$ cat config.mk
export PLATFORM = sky130hd
export DESIGN_NAME = uart_fifo_duplex
export DESIGN_NICKNAME = d
export VERILOG_FILES = /design/src/rtl/uart_fifo_duplex.sv
export SDC_FILE = /design/constraint.sdc
export NUM_CORES = 1
export LEC_CHECK = 0
export BUFFER_PORTS_ARGS = -buffer_cell sky130_fd_sc_hd__buf_2
export CAP_MARGIN = 20
export CORE_MARGIN = 4
export CORE_UTILIZATION = 42
export DETAILED_ROUTE_END_ITERATION = 8
export HOLD_SLACK_MARGIN = 0.12
export PLACE_DENSITY = 0.59
export SLEW_MARGIN = 20
export SYNTH_ARGS = -nofsm -noshare
export SYNTH_HDL_FRONTEND = slang
export SYNTH_SLANG_ARGS = --single-unit
export TNS_END_PERCENT = 100
$ cat constraint.sdc
create_clock -name clk -period 2.8 [get_ports clk]
set_input_delay 0.56 -clock clk [delete_from_list [all_inputs] [get_ports clk]]
set_output_delay 0.56 -clock clk [all_outputs]
set_load 0.02 [all_outputs]
$ cat src/rtl/uart_fifo_duplex.sv
`timescale 1ns/1ps
// Full-duplex UART with parametrised framing and an RX FIFO that keeps
// per-word parity/framing flags plus a sticky overrun flag.
//
// TX state   | meaning
// TX_IDLE    | line high, ready for a word
// TX_START   | driving the start bit
// TX_DATA    | shifting data out, LSB first
// TX_PARITY  | driving the parity bit
// TX_STOP    | driving STOP_BITS stop bits
//
// RX state     | meaning
// RX_IDLE      | waiting for a falling edge on rxs
// RX_START     | half-bit wait, then confirm the start bit
// RX_DATA      | sampling data bits mid-bit, LSB first
// RX_PARITY    | sampling and checking the parity bit
// RX_STOP      | sampling the stop bit; word is pushed here
// RX_WAIT_HIGH | framing error seen; hold off until the line returns high
module uart_fifo_duplex #(
  parameter int CLK_HZ    = 50_000_000,
  parameter int BAUD      = 9600,
  parameter int DATA_BITS = 8,
  parameter int PARITY    = 0,
  parameter int STOP_BITS = 1,
  parameter int RX_DEPTH  = 8
) (
  input  logic                        clk,
  input  logic                        n_rst,
  input  logic [DATA_BITS-1:0]        tx_data,
  input  logic                        tx_send,
  output logic                        tx_ready,
  output logic                        tx,
  input  logic                        rx,
  input  logic                        rx_pop,
  output logic [DATA_BITS-1:0]        rx_data,
  output logic                        rx_valid,
  output logic                        rx_parity_err,
  output logic                        rx_frame_err,
  output logic [$clog2(RX_DEPTH):0]   rx_count,
  output logic                        rx_overrun,
  input  logic                        err_clr,
  output logic                        uart_busy
);

  localparam int   BIT_TICKS  = CLK_HZ / BAUD;
  localparam int   HALF_TICKS = BIT_TICKS / 2;
  localparam int   STOP_TICKS = STOP_BITS * BIT_TICKS;
  localparam int   CNT_W      = $clog2(STOP_TICKS + 1);
  localparam int   AW         = $clog2(RX_DEPTH);
  localparam int   CW         = AW + 1;
  localparam int   ENTRY_W    = DATA_BITS + 2;
  localparam logic HAS_PARITY = (PARITY != 0);
  localparam logic ODD_PARITY = (PARITY == 2);

  typedef enum logic [2:0] {TX_IDLE, TX_START, TX_DATA, TX_PARITY, TX_STOP} tx_state_t;
  typedef enum logic [2:0] {RX_IDLE, RX_START, RX_DATA, RX_PARITY, RX_STOP, RX_WAIT_HIGH} rx_state_t;

  tx_state_t            tx_state;
  logic [CNT_W-1:0]     tx_cnt;
  logic [3:0]           tx_bit;
  logic [DATA_BITS-1:0] tx_shift;
  logic                 tx_par;

  rx_state_t            rx_state;
  logic                 rx_meta;
  logic                 rxs;
  logic [CNT_W-1:0]     rx_cnt;
  logic [3:0]           rx_bit;
  logic [DATA_BITS-1:0] rx_shift;
  logic                 rx_perr;

  logic [ENTRY_W-1:0]   mem [RX_DEPTH];
  logic [AW-1:0]        wr_ptr;
  logic [AW-1:0]        rd_ptr;
  logic [CW-1:0]        count;
  logic [ENTRY_W-1:0]   head;
  logic [ENTRY_W-1:0]   push_entry;
  logic                 rx_push;
  logic                 do_push;
  logic                 do_pop;
  logic                 drop;

  // TX frame sequencer: each bit held BIT_TICKS cycles via a down-counter
  always_ff @(posedge clk) begin
    if (!n_rst) begin
      tx_state <= TX_IDLE;
      tx_cnt   <= '0;
      tx_bit   <= '0;
      tx_shift <= '0;
      tx_par   <= 1'b0;
      tx       <= 1'b1;
      tx_ready <= 1'b1;
    end else begin
      case (tx_state)
        TX_IDLE: begin
          if (tx_send) begin
            tx_state <= TX_START;
            tx_shift <= tx_data;
            tx_par   <= (^tx_data) ^ ODD_PARITY;
            tx_cnt   <= CNT_W'(BIT_TICKS - 1);
            tx       <= 1'b0;
            tx_ready <= 1'b0;
          end
        end
        TX_START: begin
          if (tx_cnt == '0) begin
            tx_state <= TX_DATA;
            tx       <= tx_shift[0];
            tx_shift <= tx_shift >> 1;
            tx_bit   <= '0;
            tx_cnt   <= CNT_W'(BIT_TICKS - 1);
          end else begin
            tx_cnt <= tx_cnt - 1'b1;
          end
        end
        TX_DATA: begin
          if (tx_cnt == '0) begin
            if (tx_bit == 4'(DATA_BITS - 1)) begin
              if (HAS_PARITY) begin
                tx_state <= TX_PARITY;
                tx       <= tx_par;
                tx_cnt   <= CNT_W'(BIT_TICKS - 1);
              end else begin
                tx_state <= TX_STOP;
                tx       <= 1'b1;
                tx_cnt   <= CNT_W'(STOP_TICKS - 1);
              end
            end else begin
              tx       <= tx_shift[0];
              tx_shift <= tx_shift >> 1;
              tx_bit   <= tx_bit + 1'b1;
              tx_cnt   <= CNT_W'(BIT_TICKS - 1);
            end
          end else begin
            tx_cnt <= tx_cnt - 1'b1;
          end
        end
        TX_PARITY: begin
          if (tx_cnt == '0) begin
            tx_state <= TX_STOP;
            tx       <= 1'b1;
            tx_cnt   <= CNT_W'(STOP_TICKS - 1);
          end else begin
            tx_cnt <= tx_cnt - 1'b1;
          end
        end
        TX_STOP: begin
          if (tx_cnt == '0) begin
            tx_state <= TX_IDLE;
            tx_ready <= 1'b1;
          end else begin
            tx_cnt <= tx_cnt - 1'b1;
          end
        end
        default: begin
          tx_state <= TX_IDLE;
          tx       <= 1'b1;
          tx_ready <= 1'b1;
        end
      endcase
    end
  end

  // Two-flop synchroniser for the asynchronous rx pin; idles high
  always_ff @(posedge clk) begin
    if (!n_rst) begin
      rx_meta <= 1'b1;
      rxs     <= 1'b1;
    end else begin
      rx_meta <= rx;
      rxs     <= rx_meta;
    end
  end

  // RX frame sampler: mid-bit sampling referenced to the confirmed start bit
  always_ff @(posedge clk) begin
    if (!n_rst) begin
      rx_state <= RX_IDLE;
      rx_cnt   <= '0;
      rx_bit   <= '0;
      rx_shift <= '0;
      rx_perr  <= 1'b0;
    end else begin
      case (rx_state)
        RX_IDLE: begin
          if (!rxs) begin
            rx_state <= RX_START;
            rx_cnt   <= CNT_W'(HALF_TICKS - 1);
          end
        end
        RX_START: begin
          if (rx_cnt == '0) begin
            if (rxs) begin
              rx_state <= RX_IDLE;
            end else begin
              rx_state <= RX_DATA;
              rx_bit   <= '0;
              rx_perr  <= 1'b0;
              rx_cnt   <= CNT_W'(BIT_TICKS - 1);
            end
          end else begin
            rx_cnt <= rx_cnt - 1'b1;
          end
        end
        RX_DATA: begin
          if (rx_cnt == '0) begin
            rx_shift <= {rxs, rx_shift[DATA_BITS-1:1]};
            rx_cnt   <= CNT_W'(BIT_TICKS - 1);
            if (rx_bit == 4'(DATA_BITS - 1)) begin
              rx_state <= HAS_PARITY ? RX_PARITY : RX_STOP;
            end else begin
              rx_bit <= rx_bit + 1'b1;
            end
          end else begin
            rx_cnt <= rx_cnt - 1'b1;
          end
        end
        RX_PARITY: begin
          if (rx_cnt == '0) begin
            rx_perr  <= rxs ^ (^rx_shift) ^ ODD_PARITY;
            rx_state <= RX_STOP;
            rx_cnt   <= CNT_W'(BIT_TICKS - 1);
          end else begin
            rx_cnt <= rx_cnt - 1'b1;
          end
        end
        RX_STOP: begin
          if (rx_cnt == '0) begin
            rx_state <= rxs ? RX_IDLE : RX_WAIT_HIGH;
          end else begin
            rx_cnt <= rx_cnt - 1'b1;
          end
        end
        RX_WAIT_HIGH: begin
          if (rxs) rx_state <= RX_IDLE;
        end
        default: rx_state <= RX_IDLE;
      endcase
    end
  end

  assign rx_push    = (rx_state == RX_STOP) && (rx_cnt == '0);
  assign push_entry = {~rxs, rx_perr, rx_shift};
  assign do_pop     = rx_pop && (count != '0);
  assign do_push    = rx_push && ((count != CW'(RX_DEPTH)) || do_pop);
  assign drop       = rx_push && !do_push;

  // FIFO storage; a pop at full frees the slot that the same-cycle push reuses
  always_ff @(posedge clk) begin
    if (n_rst && do_push) mem[wr_ptr] <= push_entry;
  end

  // FIFO pointers, occupancy and sticky overrun (set beats clear)
  always_ff @(posedge clk) begin
    if (!n_rst) begin
      wr_ptr     <= '0;
      rd_ptr     <= '0;
      count      <= '0;
      rx_overrun <= 1'b0;
    end else begin
      if (do_push) wr_ptr <= wr_ptr + 1'b1;
      if (do_pop)  rd_ptr <= rd_ptr + 1'b1;
      if (do_push && !do_pop)      count <= count + 1'b1;
      else if (do_pop && !do_push) count <= count - 1'b1;
      if (drop)         rx_overrun <= 1'b1;
      else if (err_clr) rx_overrun <= 1'b0;
    end
  end

  assign head          = mem[rd_ptr];
  assign rx_valid      = (count != '0);
  assign rx_data       = rx_valid ? head[DATA_BITS-1:0] : '0;
  assign rx_parity_err = rx_valid & head[DATA_BITS];
  assign rx_frame_err  = rx_valid & head[DATA_BITS+1];
  assign rx_count      = count;
  assign uart_busy     = (tx_state != TX_IDLE) || (rx_state != RX_IDLE);

endmodule

==> results of run 1 <==
metal layers:
layer	vias to the layer above	routed length (um)	global-route usage (%)
li1	2502	-	-
met1	2537	6540	20.7
met2	128	7750	29.2
met3	23	655	3.52
met4	0	212	5.87
met5	-	0	0
power groups by stage:
stage	combinational, uW	sequential [uW]	clock, uW
final	1400	2550	2140
after global routing	1540	2560	2300
after CTS	1390	2550	2190
after detailed placement	1360	2600	0
after global placement	1340	2590	0
after floorplan	935	2600	0
state kept, by name (all words and copies together), names as in the netlist, named ones only:
| register | count |
|---|---|
| tx_ready | 1 |
| wr_ptr | 3 |
| rx_state | 3 |
| rx_cnt | 13 |
| rx_shift | 8 |
| tx_cnt | 13 |
| tx_bit | 4 |
| rx_overrun | 1 |
| tx_shift | 8 |
| rx_meta | 1 |
| rx_count | 4 |
| rd_ptr | 3 |
| mem | 80 |
| rxs | 1 |
| rx_perr | 1 |
| rx_bit | 4 |
| tx_state | 3 |
| tx | 1 |
final timing paths:
path / to / startpoint / slack, ns
worst min register to register: rxs$_SDFF_PN1_ / rx_meta$_SDFF_PN1_ / 0.41
worst max-delay path: rx_count[3]$_SDFFE_PN0P_ / rx_cnt[12]$_SDFFE_PN0P_ / 0.11
worst min-delay path: rx_meta$_SDFF_PN1_ / rx / 0.34
worst max register to register: rx_count[3]$_SDFFE_PN0P_ / rx_cnt[12]$_SDFFE_PN0P_ / 0.11
layout by cell type (no fill, tap or decap), drive strengths merged, types with 10 or more instances in the layout:
master,n
a21oi,51
a311oi,12
buf,80
clkbuf,18
dfxtp,75
edfxtp,80
ha,10
inv,25
mux2i,18
mux4,20
nand2,40
nand3,24
nor2,50
nor3,25
nor4,10
o21ai,17
xnor2,18
repair_timing:
action	in CTS	in global routing
pin swaps	3	8
resized for setup	6	7
buffers inserted	0	4
setup endpoints to repair	1	1
cell type report:
type	instances	area (sq um)
fill	1491	8170
sequential	155	3910
multi-input combinational	414	3080
timing repair buffer	80	520
clock buffer	18	429
tap	220	275
clock inverter	14	128
inverter	19	76.3
per-stage QoR:
stage                     utilization [%]  setup WS, ns  setup TNS [ns]
final                                50.8         0.105               0
after global routing                 50.8       -0.0388         -0.0388
after CTS                            50.4       0.00900               0
after detailed placement             46.9       -0.0502         -0.0502
after global placement               46.9        0.0361               0
after floorplan                         -      -0.00408          -0.126
logic make-up after synthesis:
| kind of cell | count (synthesis) | share of synthesized area [%] |
|---|---|---|
| XOR/XNOR | 27 | 3.33 |
| flip-flops | 155 | 55.0 |
| AND/OR/NAND/NOR | 197 | 14.3 |
| buffers and inverters | 53 | 2.89 |
| adder cells (fa/ha/maj) | 11 | 2.05 |
| multiplexers | 39 | 9.04 |
| AO/OA/AOI/OAI | 140 | 13.3 |
==> impl_metrics.tcl, run 1 <==
set metrics [dict create \
    status "complete, no violations" \
    htreeDepth 4 \
    pwr-share-seq_pct 41.8 \
    dpl_cell_area_sq_um 7770 \
    overflow 0 \
    powerDensity_nw_per_um2 724 \
    internal-power_uw 4240 \
    ys_ff_latch 155 \
    yosysWarnings 0 \
    synthArstFlopShare_pct 0 \
    start_util_pct 42.8 \
    num_vias 5190 \
    antenna_found_initial 0 \
    wl_per_cell_um 16.5 \
    cap_violations 0 \
    fmax_mhz 371 \
    synthCells 622 \
    max_slew_margin_pct 45.3 \
    syn_to_final_growth_pct 18.6 \
    cts_tree "built" \
    drtIter0Drc 285 \
    grt_pass1_wl_um 25200 \
    numPortBuffers 32 \
    drc_errors 0 \
    ys_types 71 \
    clk_transition_reported_paths_ns 0.06 \
    gr-usage-all-layers_pct 16.8 \
    seq_area_frac_synth_pct 55.0 \
    drive_above_1_share_pct 24.0 \
    grt_start_max_net_pins 24 \
    hold_viol 0 \
    slew_violations 0 \
    synth_ff_type "edfxtp_1" \
    clk_latency_ns 0.42 \
    syn_nets 647 \
    hold_depth 2 \
    worst-path-stages 12 \
    core.rowCount 47 \
    irDropWorstVdd_v 0.000474 \
    cts_hold_buf 0 \
    synth_area_leaders "edfxtp_1, dfxtp_1, mux4_2, a21oi_1, nor2_1" \
    start_kind "flip-flop" \
    cp_max_fo 3 \
    p_switching_uw 1850 \
    ff2ff_path_depth 12 \
    drt_wl_total_um 15200 \
    finalPower_uw 6090 \
    synth_most_common_cell "edfxtp_1" \
    core_sq_um 16600 \
    critical_path.max_stage_delay_ns 0.38 \
    power.static_leakage_uw 0.00297 \
    worstPathCellList "nor4_2, nand4_1, or3_4, inv_4, ha_4, inv_4, ha_4, a21o_1, a21oi_2, xnor2_1, or3_1, a21oi_1" \
    cts_buffers 17 \
    drtAntennaViolNets 0 \
    rsz0062_at_grt "yes" \
    fin_crit_sh_pct 96.2 \
    cp_top_family "simple AND/OR/NAND/NOR gates" \
    required_ns 3.15 \
    fin_nets 712 \
    cp.arrival_ns 3.05 \
    gp_congestion 0.812 \
    finalNonFillerCells 920 \
    firstDrtPassIters 5 \
    power_frac_clock_pct 35.1 \
    io_pins 33 \
    die_w_um 138 \
    finalInstanceArea_sq_um 8420 \
    worst_pin_slew_ns 0.813 \
    die-area_sq_um 19000 \
    setup_viol 0 \
    yosysTopAreaCellShare_pct 33.9 \
    skew_ns 0.00742 \
    p_sw_share_pct 30.4 \
    clk_path_buf_depth 2 \
    period_needed_ns 2.69 \
    synth-edff-count 80 \
    netlist_area_sq_um 7100 \
    dieHeight_um 138 \
    synth_top_area_cell "edfxtp_1" \
    post-dp-hpwl_um 10200 \
    critPathBufInv 2 \
    hp-class "input port to flip-flop" \
    worst-setup-path-type "flip-flop to flip-flop" \
    avgSynthCellArea_sq_um 11.4 \
    ys_top_cells_by_count "edfxtp_1, dfxtp_1, a21oi_1" \
    antennaDiodeCount 0 \
    fin_hold_ws_ns 0.338 \
    clkSinkCount 155 \
    endpoint_kind "flip-flop" \
    viasPerCell 5.64 \
    crit_slowest_cell "or3_4" \
    dp_cells 884 \
    root_buffer "clkbuf_16" \
    grt_pass1_vias 5180 \
    pwr-share-comb_pct 23.1 \
]
No activity file was read; power rests on OpenSTA's default activity.
==> run 2, diff against run 1 <==
- CORE_UTILIZATION: 42 -> 55
- PLACE_DENSITY: 0.59 -> 0.74
==> run 2 against run 1 <==
Combinational power rose by 7%. Worst setup slack got worse by 0.076 ns. Fmax fell by 2.7%. Register-to-register slack worse by 0.08 ns. Power increased by 6.6%. Sequential share of layout area decreased by 0.62 points. Final cell count down 4.2%. Sequential cell count is the same. Global-route usage increased by 5.8 points. Largest power group unchanged. Critical path type unchanged.
==> impl_metrics.tcl, run 2 (synthesized netlist as in run 1, its figures left out) <==
set metrics [dict create \
    required_ns 3.16 \
    numPortBuffers 32 \
    hold_depth 2 \
    fmax_mhz 361 \
    n_fill_cell 899 \
    irDropWorstVdd_v 0.000392 \
    worst_pin_slew_ns 0.963 \
    max_slew_margin_pct 35.8 \
    pwr-share-seq_pct 39.5 \
    skew_ns 0.0101 \
    p_sw_share_pct 29.7 \
    cp.arrival_ns 3.13 \
    setup_viol 0 \
    wl_per_cell_um 18.4 \
    largest_reg_flops 80 \
    period_needed_ns 2.77 \
    rsz0062_at_grt "yes" \
    clkSinkCount 155 \
    cts_buffers 17 \
    multiInputGateArea_sq_um 3120 \
    p_switching_uw 1930 \
    dp_cells 831 \
    met1_usage_pct 26.5 \
    r2r_start "rx_cnt[1]$_SDFFE_PN0P_" \
    worst_slack_ns 0.0296 \
    clk_path_buf_depth 2 \
    layout_commonest_cell "edfxtp_1" \
    cts_hold_buf 0 \
    worst-setup-path-type "flip-flop to flip-flop" \
    status "complete, no violations" \
    hold_viol 0 \
    gr-usage-all-layers_pct 22.6 \
    grt_start_max_net_pins 29 \
    fin_crit_sh_pct 98.9 \
    crit_slowest_cell "or3_4" \
    hp-class "input port to flip-flop" \
    antenna_found_initial 0 \
    die_w_um 122 \
    critical_path.max_stage_delay_ns 0.39 \
    antennaDiodeCount 0 \
    reg.largest.list "mem (80), rx_cnt (13), tx_cnt (13)" \
    root_buffer "clkbuf_16" \
    cap_violations 0 \
    io_pins 33 \
    dieHeight_um 122 \
    power.static_leakage_uw 0.00305 \
    grt_pass1_vias 5247 \
    internal-power_uw 4570 \
    rrSetupSlack_ns 0.03 \
    clk_latency_ns 0.43 \
    core.rowCount 41 \
    htreeDepth 4 \
    gp_congestion 0.883 \
    die-area_sq_um 14800 \
    largest-register "mem" \
    fin_nets 721 \
    num_vias 5329 \
    hold_path.startpoint "rx" \
    drtIter0Drc 514 \
    syn_to_final_growth_pct 20.3 \
    ff2ff_path_depth 14 \
    layout_common_cells "edfxtp_1, dfxtp_1, buf_4" \
    path_common_cell "ha_4" \
    use_met3_pct 4.46 \
    drt_wl_total_um 16200 \
    clk_transition_reported_paths_ns 0.07 \
    endpoint_kind "flip-flop" \
    viasPerCell 6.05 \
    drc_errors 0 \
    hold_end "rx_meta$_SDFF_PN1_" \
    cts_tree "built" \
    drive_above_1_share_pct 26.4 \
    worstPathCellList "inv_2, ha_4, nor4b_4, nand4_1, or3_4, inv_4, ha_4, inv_4, ha_4, a21o_1, a21oi_2, xnor2_2, or3_4, a21oi_2" \
    core_sq_um 12600 \
    drtAntennaViolNets 0 \
    grt_pass1_wl_um 26000 \
    place_ws_ns -0.0857 \
    start_kind "flip-flop" \
    power_frac_clock_pct 37.4 \
    r2r_end "rx_count[3]$_SDFFE_PN0P_" \
    start_util_pct 56.2 \
    area.sequential_sq_um 3910 \
    firstDrtPassIters 5 \
    slew_violations 0 \
    overflow 0 \
    finalNonFillerCells 881 \
    powerDensity_nw_per_um2 761 \
    busiest_layer "met2" \
    grt_use_met2_pct 40.9 \
    cp_max_fo 3 \
    post-dp-hpwl_um 10200 \
    pwr-share-comb_pct 23.1 \
]
-- run 2: cell count changes in the layout (fill, tap and decap cells not counted), sizes merged --
cell	change
buf	+9
bufinv	+3
clkbuf	-1
clkinv	-4
clkinvlp	+2
-- run 2: worst max-delay path: cells and delay by family, from the launching register on --
family / cells / cell delay (ns)
and+or+nand+nor: 4 / 1.12
AOI/OAI and AO/OA: 3 / 0.49
DFF: 1 / 0.33
buffers and inverters: 3 / 0.20
adders and majority gates: 3 / 0.46
xor gates and xnor gates: 1 / 0.10
-- run 2: how the worst max path moves through the flow --
stage	slack [ns]	to	startpoint	cells past startpoint
2_1_floorplan	-0.004	mem[0][0]$_DFFE_PP_	rx_cnt[0]$_SDFFE_PN0P_	7
3_3_place_gp	0.07	rx_count[3]$_SDFFE_PN0P_	rx_cnt[1]$_SDFFE_PN0P_	14
3_5_place_dp	-0.09	rx_count[3]$_SDFFE_PN0P_	rx_cnt[1]$_SDFFE_PN0P_	14
4_1_cts	-0.01	rx_count[3]$_SDFFE_PN0P_	rx_cnt[1]$_SDFFE_PN0P_	14
5_1_grt	-0.06	rx_count[3]$_SDFFE_PN0P_	rx_cnt[1]$_SDFFE_PN0P_	14
6_report	0.03	rx_count[3]$_SDFFE_PN0P_	rx_cnt[1]$_SDFFE_PN0P_	14
-- run 2: power by group through the flow --
stage	clock network [uW]	registers (uW)	logic [uW]
after global placement	0	2590	1300
after CTS	2450	2560	1450
final	2430	2570	1500
after detailed placement	0	2600	1330
after global routing	2560	2580	1630
after floorplan	0	2600	935
-- run 2: routing by layer --
metal,share of wire [%],up-vias
li1,-,2514
met1,41,2625
met2,53,163
met3,4.2,27
met4,1.9,0
met5,0,-
-- run 2: layout make-up --
cell class,count,area share (%)
Timing Repair Buffer,89,6.89
Sequential cell,155,45.8
Clock inverter,15,2.35
Multi-Input combinational cell,414,36.6
Clock buffer,17,4.98
Inverter,19,0.894
Tap cell,172,2.52
-- run 2: per-stage QoR --
stage          util [%]  setup TNS, ns  hold slack [ns]  power (uW)  cell area (sq um)
5_1_grt            67.6        -0.0599            0.325        6760               8540
4_1_cts            66.7        -0.0141            0.306        6460               8420
6_report           67.6              0            0.318        6490               8540
2_1_floorplan         -         -0.126            0.386        3540               7110
3_5_place_dp       60.8        -0.0857            0.392        3930               7670
3_3_place_gp       60.8              0            0.397        3900               7670
-- run 2: repair_timing --
action / in CTS / in global routing
resized for setup: 10 / 13
setup buffers: 11 / 9
endpoints found under the setup margin: 1 / 4
pin swaps: 5 / 12
